File: src/rtl/zone_irrigation_controller_pkg.sv
// irrigation_pkg: shared FSM state type and sizing/validity helpers for the irrigation controller.
package irrigation_pkg;
    typedef enum logic [1:0] {SCAN, IRRIGATE, SOAK, FAULT} state_t;

    function automatic logic therm_valid(input logic [7:0] v);
        return &(~v[7:1] | v[6:0]);
    endfunction

    function automatic int zone_w(input int zones);
        return zones > 1 ? $clog2(zones) : 1;
    endfunction

    function automatic int cnt_w(input int run_ticks, input int soak_ticks);
        return $clog2((run_ticks > soak_ticks ? run_ticks : soak_ticks) + 1);
    endfunction
endpackage

File: src/rtl/zone_irrigation_controller_if.sv
// zone_irrigation_controller_if: sensor inputs and actuator/status outputs of the irrigation controller.
interface zone_irrigation_controller_if import irrigation_pkg::*; #(
    parameter int ZONES = 4,
    parameter int LEVELS = 3,
    parameter int RUN_TICKS = 180,
    parameter int SOAK_TICKS = 30
);
    localparam int ZW = zone_w(ZONES);
    localparam int CW = cnt_w(RUN_TICKS, SOAK_TICKS);
    logic tick;
    logic [LEVELS-1:0] water_levels;
    logic [ZONES-1:0] earth_humidity;
    logic air_humidity;
    logic low_temperature;
    logic splinker_bomb;
    logic [ZONES-1:0] dripper_valvules;
    logic water_supply_valvule;
    logic alarm;
    logic conflicting_values;
    logic [ZW-1:0] active_zone;
    logic [CW-1:0] remaining_ticks;

    modport master (
        output tick, water_levels, earth_humidity, air_humidity, low_temperature,
        input splinker_bomb, dripper_valvules, water_supply_valvule, alarm,
        input conflicting_values, active_zone, remaining_ticks
    );

    modport slave (
        input tick, water_levels, earth_humidity, air_humidity, low_temperature,
        output splinker_bomb, dripper_valvules, water_supply_valvule, alarm,
        output conflicting_values, active_zone, remaining_ticks
    );
endinterface

File: src/rtl/zone_irrigation_controller_validator.sv
// water_level_validator: flags whether the level sensor vector is thermometer-coded.
module water_level_validator import irrigation_pkg::*; #(
    parameter int LEVELS = 3
) (
    input logic [LEVELS-1:0] levels,
    output logic valid
);
    assign valid = therm_valid(8'(levels));
endmodule

File: src/rtl/zone_irrigation_controller.sv
// zone_irrigation_controller: zone-scanning irrigation FSM with refill hysteresis and fault lockout; IRRIG_SOAK_EN adds a post-burst SOAK pause.
module zone_irrigation_controller import irrigation_pkg::*; #(
    parameter int ZONES = 4,
    parameter int LEVELS = 3,
    parameter int MID_LEVEL = 1,
    parameter int RUN_TICKS = 180,
    parameter int SOAK_TICKS = 30
) (
    input logic clock,
    input logic reset_n,
    zone_irrigation_controller_if.slave bus
);
    localparam int ZW = zone_w(ZONES);
    localparam int CW = cnt_w(RUN_TICKS, SOAK_TICKS);

    state_t state, state_nxt;
    logic [ZW-1:0] zone, zone_nxt, zone_inc;
    logic [CW-1:0] cnt, cnt_nxt;
    logic [ZONES-1:0] drip, drip_nxt;
    logic [LEVELS-1:0] lv;
    logic mode, mode_nxt, fcnt, fcnt_nxt, valid, burst_end, rest_end;
    logic spr, spr_nxt, wsv, wsv_nxt, alarm, alarm_nxt, conf, conf_nxt;

    assign lv = bus.water_levels;

    water_level_validator #(.LEVELS(LEVELS)) u_validator (
        .levels(lv),
        .valid(valid)
    );

    assign zone_inc = zone == ZW'(ZONES - 1) ? '0 : zone + ZW'(1);
    assign rest_end = bus.tick && cnt == CW'(1);
    // early stop and the final tick end the burst identically, so no priority logic is needed
    assign burst_end = bus.earth_humidity[zone] || !lv[0] || rest_end;

    always_ff @(posedge clock or negedge reset_n) begin
        if (!reset_n) begin
            state <= SCAN;
            zone <= '0;
            cnt <= '0;
            mode <= 1'b0;
            fcnt <= 1'b0;
            spr <= 1'b0;
            drip <= '0;
            wsv <= 1'b0;
            alarm <= 1'b0;
            conf <= 1'b0;
        end else begin
            state <= state_nxt;
            zone <= zone_nxt;
            cnt <= cnt_nxt;
            mode <= mode_nxt;
            fcnt <= fcnt_nxt;
            spr <= spr_nxt;
            drip <= drip_nxt;
            wsv <= wsv_nxt;
            alarm <= alarm_nxt;
            conf <= conf_nxt;
        end
    end

    always_comb begin
        state_nxt = state;
        case (state)
            SCAN: if (!bus.earth_humidity[zone] && lv[0]) state_nxt = IRRIGATE;
`ifdef IRRIG_SOAK_EN
            IRRIGATE: if (burst_end) state_nxt = SOAK;
            SOAK: if (rest_end) state_nxt = SCAN;
`else
            IRRIGATE: if (burst_end) state_nxt = SCAN;
`endif
            FAULT: if (bus.tick && fcnt) state_nxt = SCAN;
            default: state_nxt = SCAN;
        endcase
        if (!valid) state_nxt = FAULT;
    end

    // outputs are registered images of the next state, so they line up with the state register
    always_comb begin
        zone_nxt = (state_nxt == FAULT || state == FAULT) ? '0 : state_nxt == SCAN ? zone_inc : zone;
        cnt_nxt = state_nxt == IRRIGATE ? (state == IRRIGATE ? cnt - CW'(bus.tick) : CW'(RUN_TICKS))
                : state_nxt == SOAK ? (state == SOAK ? cnt - CW'(bus.tick) : CW'(SOAK_TICKS)) : '0;
        mode_nxt = state == IRRIGATE ? mode : !bus.air_humidity && !bus.low_temperature && lv[MID_LEVEL];
        fcnt_nxt = (state == FAULT && state_nxt == FAULT && valid) ? (fcnt | bus.tick) : 1'b0;
        spr_nxt = state_nxt == IRRIGATE && mode_nxt;
        drip_nxt = (state_nxt == IRRIGATE && !mode_nxt) ? ZONES'(1) << zone_nxt : '0;
        wsv_nxt = (state_nxt == FAULT || lv[LEVELS-1]) ? 1'b0 : !lv[MID_LEVEL] ? 1'b1 : wsv;
        alarm_nxt = state_nxt == FAULT || !lv[MID_LEVEL];
        conf_nxt = state_nxt == FAULT;
    end

    assign bus.splinker_bomb = spr;
    assign bus.dripper_valvules = drip;
    assign bus.water_supply_valvule = wsv;
    assign bus.alarm = alarm;
    assign bus.conflicting_values = conf;
    assign bus.active_zone = zone;
    assign bus.remaining_ticks = cnt;
endmodule
File: src/flat_wrapper.sv
// flat-port wrapper written by rule: the top's interface ports become plain ports
module zone_irrigation_controller_flat import irrigation_pkg::*;
#(
    parameter int ZONES = 4,
    parameter int LEVELS = 3,
    parameter int MID_LEVEL = 1,
    parameter int RUN_TICKS = 180,
    parameter int SOAK_TICKS = 30
)
  (clock, reset_n, bus_tick, bus_water_levels, bus_earth_humidity, bus_air_humidity, bus_low_temperature, bus_splinker_bomb, bus_dripper_valvules, bus_water_supply_valvule, bus_alarm, bus_conflicting_values, bus_active_zone, bus_remaining_ticks);
  zone_irrigation_controller_if #(.ZONES(ZONES), .LEVELS(LEVELS), .RUN_TICKS(RUN_TICKS), .SOAK_TICKS(SOAK_TICKS)) bus_i ();
  input logic clock;
  input logic reset_n;
  input wire logic [$bits(bus_i.tick)-1:0] bus_tick;
  input wire logic [$bits(bus_i.water_levels)-1:0] bus_water_levels;
  input wire logic [$bits(bus_i.earth_humidity)-1:0] bus_earth_humidity;
  input wire logic [$bits(bus_i.air_humidity)-1:0] bus_air_humidity;
  input wire logic [$bits(bus_i.low_temperature)-1:0] bus_low_temperature;
  output wire logic [$bits(bus_i.splinker_bomb)-1:0] bus_splinker_bomb;
  output wire logic [$bits(bus_i.dripper_valvules)-1:0] bus_dripper_valvules;
  output wire logic [$bits(bus_i.water_supply_valvule)-1:0] bus_water_supply_valvule;
  output wire logic [$bits(bus_i.alarm)-1:0] bus_alarm;
  output wire logic [$bits(bus_i.conflicting_values)-1:0] bus_conflicting_values;
  output wire logic [$bits(bus_i.active_zone)-1:0] bus_active_zone;
  output wire logic [$bits(bus_i.remaining_ticks)-1:0] bus_remaining_ticks;
  assign bus_i.tick = bus_tick;
  assign bus_i.water_levels = bus_water_levels;
  assign bus_i.earth_humidity = bus_earth_humidity;
  assign bus_i.air_humidity = bus_air_humidity;
  assign bus_i.low_temperature = bus_low_temperature;
  assign bus_splinker_bomb = bus_i.splinker_bomb;
  assign bus_dripper_valvules = bus_i.dripper_valvules;
  assign bus_water_supply_valvule = bus_i.water_supply_valvule;
  assign bus_alarm = bus_i.alarm;
  assign bus_conflicting_values = bus_i.conflicting_values;
  assign bus_active_zone = bus_i.active_zone;
  assign bus_remaining_ticks = bus_i.remaining_ticks;
  zone_irrigation_controller #(.ZONES(ZONES), .LEVELS(LEVELS), .MID_LEVEL(MID_LEVEL), .RUN_TICKS(RUN_TICKS), .SOAK_TICKS(SOAK_TICKS)) u_core (.clock(clock), .reset_n(reset_n), .bus(bus_i));
endmodule
File: config.mk
export PLATFORM = sky130hd
export DESIGN_NAME = zone_irrigation_controller_flat
export DESIGN_NICKNAME = d
export VERILOG_FILES = /design/src/rtl/zone_irrigation_controller_pkg.sv /design/src/rtl/zone_irrigation_controller_if.sv /design/src/rtl/zone_irrigation_controller_validator.sv /design/src/rtl/zone_irrigation_controller.sv /design/src/flat_wrapper.sv
export SDC_FILE = /design/constraint.sdc
export NUM_CORES = 1
export LEC_CHECK = 0
export CORE_MARGIN = 5
export CORE_UTILIZATION = 27
export CTS_BUF_LIST = sky130_fd_sc_hd__clkbuf_16
export DETAILED_ROUTE_END_ITERATION = 8
export PLACE_DENSITY = 0.47
export RECOVER_POWER = 50
export SLEW_MARGIN = 5
export SYNTH_ARGS = -nofsm -noshare
export SYNTH_HDL_FRONTEND = slang
export SYNTH_HIERARCHICAL = 1
export SYNTH_SLANG_ARGS = --single-unit
export TNS_END_PERCENT = 1
File: constraint.sdc
create_clock -name clock -period 1.7 [get_ports clock]
set_input_delay 0.255 -clock clock [delete_from_list [all_inputs] [get_ports clock]]
set_output_delay 0.255 -clock clock [all_outputs]
set_load 0.05 [all_outputs]
==> impl_metrics.py, run 1 <==
metrics = {
    "worst_setup_path": {
        "start_kind": "input port",
        "cpPeakStageDelay_ns": 0.50,
        "critPathArrivalTime_ns": 1.75,
        "required_ns": 1.87,
        "worstPathCellList": "clkdlybuf4s50_1 > or3b_4 > o22ai_4 > nand3_4 > nor3b_2",
        "slowest_stage": "clkdlybuf4s50_1",
        "crit_path_end_kind": "register",
        "criticalPathCategory": "input port to register",
        "critPathMaxFanout": 9,
    },
    "clock_tree": {
        "clk_pin_slew_ns": 0.06,
        "cts_buffer_depth": 2,
        "cts_num_sinks": 22,
        "clock_latency_ns": 0.25,
        "htreeDepth": 1,
        "cts_tree": "yes",
        "cts_made_buffers": 3,
        "ctsHoldBuffers": 0,
        "post_cts_buffers": 0,
        "cts_resized": 0,
        "cts-root-buf": "clkbuf_16",
    },
    "route": {
        "drt_first_pass_iters": 4,
        "post_drt_wl_per_cell_microns": 12.4,
        "ant_nets": 0,
        "drt_iter0_markers": 25,
        "drt_wl_total_mm": 2.40,
        "routed_via_density": 4.38,
        "vias": 850,
        "drc_errors": 0,
    },
    "placed_design": {
        "placed_area_sq_um": 1560,
        "dp_hpwl_mm": 1.90,
        "dp_cells": 190,
        "port_buffers": 29,
        "pre_cts_ws_ns": -0.142,
        "gp_congestion": 0.730,
    },
    "power": {
        "power_density_nw_per_um2": 861,
        "irDropWorstVdd_v": 0.000571,
        "p_leak_nw": 0.712,
    },
    "cells_and_area": {
        "synthToLayoutAreaGrowth_pct": 43.9,
        "instances_no_fill": 194,
        "drive_gt1_frac": 0.326,
        "design_area_sq_um": 1600,
        "diodes": 0,
        "nFillCells": 403,
        "final_nets": 160,
    },
    "timing": {
        "finalHoldViolations": 0,
        "fin_worst_skew_ns": 0.00354,
        "rsz0062_at_grt": "false",
        "tns_ns": 0,
        "slew_headroom": 0.598,
        "setup_viol": 0,
        "whs_ns": 0.519,
        "period_minus_slack_ns": 1.58,
        "period_share": 0.928,
        "worst_pin_slew_ns": 0.605,
        "fmax_ghz": 0.634,
        "setup_ws_ns": 0.122,
        "slew_viol_final": 0,
    },
    "synth": {
        "avgSynthCellArea_sq_um": 11.9,
        "synth_seq_cells": 22,
        "synth_fp_nets": 109,
        "ys_warn_count": 6,
        "yosysUniqueCellTypes": 33,
        "netlist_instances": 94,
        "synth_edf_count": 0,
        "synth_common_cells": "dfrtp_1 (22), nand2_1 (11), nor2_1 (7)",
        "syn_area_sq_um": 1110,
        "synth_ff_type": "dfrtp_1",
        "synth_top_area_cell": "dfrtp_1",
        "synth_area_leaders": "dfrtp_1 (49%), nor3b_2 (6.7%), nand2_1 (3.7%)",
        "yosysSeqAreaShare": 0.494,
        "synth_top_cell_area_share": 0.494,
        "yosysMostFrequentCell": "dfrtp_1",
        "synthArstFlopShare": 1.00,
    },
    "die": {
        "core_sq_um": 4000,
        "fp.dieW_microns": 74.3,
        "die_y_microns": 74.3,
        "initial_core_util": 0.279,
        "floorplan.rows": 23,
        "fp.dieArea_sq_um": 5510,
        "io_pins": 30,
    },
    "min_path": {
        "hold_path_class": "input port to async pin",
    },
    "job": {
        "max_cap_violations": 0,
    },
    "global_routing": {
        "grt_pass1_wl_mm": 4.04,
        "antenna_found_initial": 0,
        "gr-total-overflow": 0,
        "grt_pass1_vias": 856,
        "grt_max_degree": 23,
        "grt_use_total": 0.0943,
    },
    "status": {
        "outcome": "finished, final reports clean",
    },
}
-- cell families (layout without fill, tap and decap cells) --
group | Yosys count | in the layout | synth area share
multiplexers | 4 | 4 | 0.0415
AO/OA/AOI/OAI | 11 | 11 | 0.0853
XOR/XNOR | 5 | 5 | 0.0393
buffers and inverters | 7 | 57 | 0.0303
flip-flops | 22 | 22 | 0.494
adder cells (fa/ha/maj) | 3 | 3 | 0.0337
AND/OR/NAND/NOR | 42 | 42 | 0.276
-- metrics by stage --
stage                     utilization  power (mW)
after CTS                       0.410        1.42
final                           0.401        1.38
after global routing            0.401        1.47
after global placement          0.390       0.912
after detailed placement        0.390       0.912
after floorplan                     -       0.777
-- final timing paths --
kind | startpoint | end | slack (ns) | depth (start not counted)
worst min-delay path | reset_n | u_core/bus.remaining_ticks[5] | 0.52 | 2
worst max-delay path | bus_water_levels[0] | u_core/bus.remaining_ticks[1] | 0.12 | 5
worst min register to register | u_core/fcnt | u_core/fcnt | 0.56 | 2
worst max register to register | u_core/state[1] | u_core/bus.remaining_ticks[1] | 0.15 | 4
min in group clock | u_core/fcnt | u_core/fcnt | 0.56 | 2
max in group asynchronous | reset_n | u_core/bus.active_zone[1] | 0.77 | 2
-- final cells by class --
type	count	area [sq um]	share of cell area
Inverter	6	22.5	0.0140
Sequential cell	22	553	0.345
Tap cell	50	62.6	0.0390
Clock inverter	1	3.75	0.00234
Multi-Input combinational cell	65	531	0.331
Clock buffer	3	75.1	0.0468
Timing Repair Buffer	47	357	0.222
-- worst max-delay path: cells and delay by family --
kind | cells | cell delay, ns
AO/OA/AOI/OAI | 1 | 0.21
AND/OR/NAND/NOR | 3 | 0.78
buffers and inverters | 1 | 0.50
-- metal layers --
metal | part of all wire | global-route usage | wire, microns
met1 | 0.46 | 0.117 | 1100
met2 | 0.50 | 0.161 | 1200
met3 | 0.028 | 0.0230 | 67
met4 | 0.011 | 0.0296 | 27
met5 | 0 | 0 | 0
-- state kept, by name, indices dropped and copies added (netlist names) --
name	flops
u_core/bus.remaining_ticks	8
u_core/bus.dripper_valvules	4
u_core/mode	1
u_core/bus.splinker_bomb	1
u_core/fcnt	1
u_core/bus.water_supply_valvule	1
u_core/state	2
u_core/bus.conflicting_values	1
u_core/bus.active_zone	2
u_core/bus.alarm	1
-- power breakdown --
group	internal [mW]	total (mW)	switching, mW
combinational	0.140	0.310	0.170
clock	0.313	0.491	0.178
sequential	0.553	0.580	0.0272
total	1.01	1.38	0.375
-- cell usage in the layout, fill, tap and decap left out, types with 2 or more instances in the layout --
master            n
dfrtp_2           2
buf_4            25
nand2b_1          2
clkdlybuf4s50_1  10
nor3b_2           6
xnor2_1           3
clkbuf_1          9
a21oi_1           4
nor3_1            2
dfrtp_1          20
a31oi_1           2
clkbuf_16         3
mux2i_1           2
ha_1              3
xor2_1            2
nor2b_1           2
nand3_1           2
nor2_1            7
nand2_1          11
inv_1             6
Note: power is estimated with default switching activity, not from simulation.
==> inputs of run 2 (changes only) <==
--- a/config.mk
+++ b/config.mk
@@ -5,7 +5,7 @@
 export SDC_FILE = /design/constraint.sdc
 export NUM_CORES = 1
 export LEC_CHECK = 0
-export CORE_MARGIN = 5
+export CORE_MARGIN = 3
 export CORE_UTILIZATION = 27
 export CTS_BUF_LIST = sky130_fd_sc_hd__clkbuf_16
 export DETAILED_ROUTE_END_ITERATION = 8
==> impl_metrics.py, run 2 (same netlist as run 1, synthesis figures left out) <==
metrics = {
    "status": {
        "outcome": "finished, final reports clean",
    },
    "timing": {
        "tns_ns": 0,
        "fin_worst_skew_ns": 0.00328,
        "slew_viol_final": 0,
        "period_minus_slack_ns": 1.59,
        "fmax_ghz": 0.631,
        "period_share": 0.933,
        "finalHoldViolations": 0,
        "rsz0062_at_grt": "false",
        "worst_pin_slew_ns": 0.605,
        "slew_headroom": 0.598,
        "setup_viol": 0,
    },
    "clock_tree": {
        "clk_pin_slew_ns": 0.06,
        "cts_made_buffers": 3,
        "cts_resized": 0,
        "cts_tree": "yes",
        "cts-root-buf": "clkbuf_16",
        "cts_num_sinks": 22,
        "htreeDepth": 1,
        "cts_buffer_depth": 2,
        "ctsHoldBuffers": 0,
        "clock_latency_ns": 0.25,
        "post_cts_buffers": 0,
    },
    "power": {
        "p_leak_nw": 0.716,
        "power_density_nw_per_um2": 868,
        "power_frac_seq": 0.416,
        "power_mw": 1.39,
        "internal-power_mw": 1.01,
        "combPwrFrac": 0.223,
        "p_clk_frac": 0.362,
        "switchingPower_mw": 0.387,
        "irDropWorstVdd_v": 0.000413,
        "switching_share": 0.277,
    },
    "job": {
        "max_cap_violations": 0,
    },
    "route": {
        "drt_iter0_markers": 19,
        "routed_via_density": 4.36,
        "drt_wl_total_mm": 2.32,
        "ant_nets": 0,
        "drc_errors": 0,
        "vias": 838,
        "drt_first_pass_iters": 4,
        "post_drt_wl_per_cell_microns": 12.1,
    },
    "die": {
        "core_sq_um": 3830,
        "floorplan.rows": 22,
        "fp.dieW_microns": 70.3,
        "initial_core_util": 0.291,
        "die_y_microns": 70.3,
        "io_pins": 30,
        "fp.dieArea_sq_um": 4940,
    },
    "cells_and_area": {
        "instances_no_fill": 192,
        "design_area_sq_um": 1610,
        "largest_reg_flops": 8,
        "drive_gt1_frac": 0.333,
        "layout_commonest_cell": "buf_4",
        "diodes": 0,
        "synthToLayoutAreaGrowth_pct": 44.0,
        "final_nets": 160,
        "mostFrequentLayoutCells": "buf_4 (26), dfrtp_1 (20), nand2_1 (11), clkdlybuf4s50_1 (10), clkbuf_1 (8)",
    },
    "worst_setup_path": {
        "critPathMaxFanout": 9,
        "start_kind": "input port",
        "required_ns": 1.87,
        "critPathArrivalTime_ns": 1.76,
        "crit_path_end_kind": "register",
        "criticalPathCategory": "input port to register",
    },
    "global_routing": {
        "antenna_found_initial": 0,
        "gr-total-overflow": 0,
        "grt_use_total": 0.106,
        "grt_pass1_wl_mm": 4.09,
        "grt_pass1_vias": 857,
        "grt_max_degree": 23,
    },
    "placed_design": {
        "gp_congestion": 0.758,
        "dp_hpwl_mm": 1.82,
        "port_buffers": 29,
        "placed_area_sq_um": 1560,
        "dp_cells": 188,
    },
    "min_path": {
        "hold_path_class": "input port to async pin",
    },
}
run 2: path summary, 6_finish.rpt:
path                                                       to  slack (ns)  cells past startpoint                 from
worst max register to register  u_core/bus.remaining_ticks[5]        0.14                      4      u_core/state[1]
worst max-delay path            u_core/bus.remaining_ticks[5]        0.11                      5  bus_water_levels[0]
min in group clock                                u_core/fcnt        0.55                      2          u_core/fcnt
max in group asynchronous           u_core/bus.active_zone[0]        0.78                      2              reset_n
worst min-delay path            u_core/bus.remaining_ticks[2]        0.52                      2              reset_n
worst min register to register                    u_core/fcnt        0.55                      2          u_core/fcnt
run 2: per-stage QoR:
stage | util | hold WS (ns) | setup WS (ns)
floorplan | - | -0.0406 | 0.0245
global placement | 0.407 | 0.539 | -0.163
detailed placement | 0.407 | 0.546 | -0.179
CTS | 0.428 | 0.361 | 0.0958
global route | 0.420 | 0.581 | 0.00181
finish | 0.420 | 0.515 | 0.114
run 2: metal layers:
| metal | vias to the layer above | track usage | wire length [microns] |
|---|---|---|---|
| met5 | - | 0 | 0 |
| met4 | 0 | 0.0383 | 23 |
| met3 | 2 | 0.0388 | 106 |
| met2 | 13 | 0.167 | 1110 |
| met1 | 393 | 0.131 | 1080 |
| li1 | 430 | - | - |
run 2: cell type report:
cell class	instances	area (sq um)
Fill cell	374	2220
Timing Repair Buffer	47	360
Tap cell	48	60.1
Inverter	6	22.5
Clock buffer	3	75.1
Clock inverter	1	3.75
Multi-Input combinational cell	65	531
Sequential cell	22	553
run 2: worst max-delay path: stages:
cell             delay [ns]
clkdlybuf4s50_1        0.50
or3b_4                 0.40
o22ai_4                0.22
nand3_4                0.19
a31oi_1                0.19
run 2: power by group through the flow:
stage	Clock [mW]	Combinational (mW)	Sequential, mW
floorplan	0	0.137	0.639
global placement	0	0.321	0.590
detailed placement	0	0.322	0.590
CTS	0.521	0.324	0.581
global route	0.543	0.340	0.585
finish	0.504	0.310	0.580
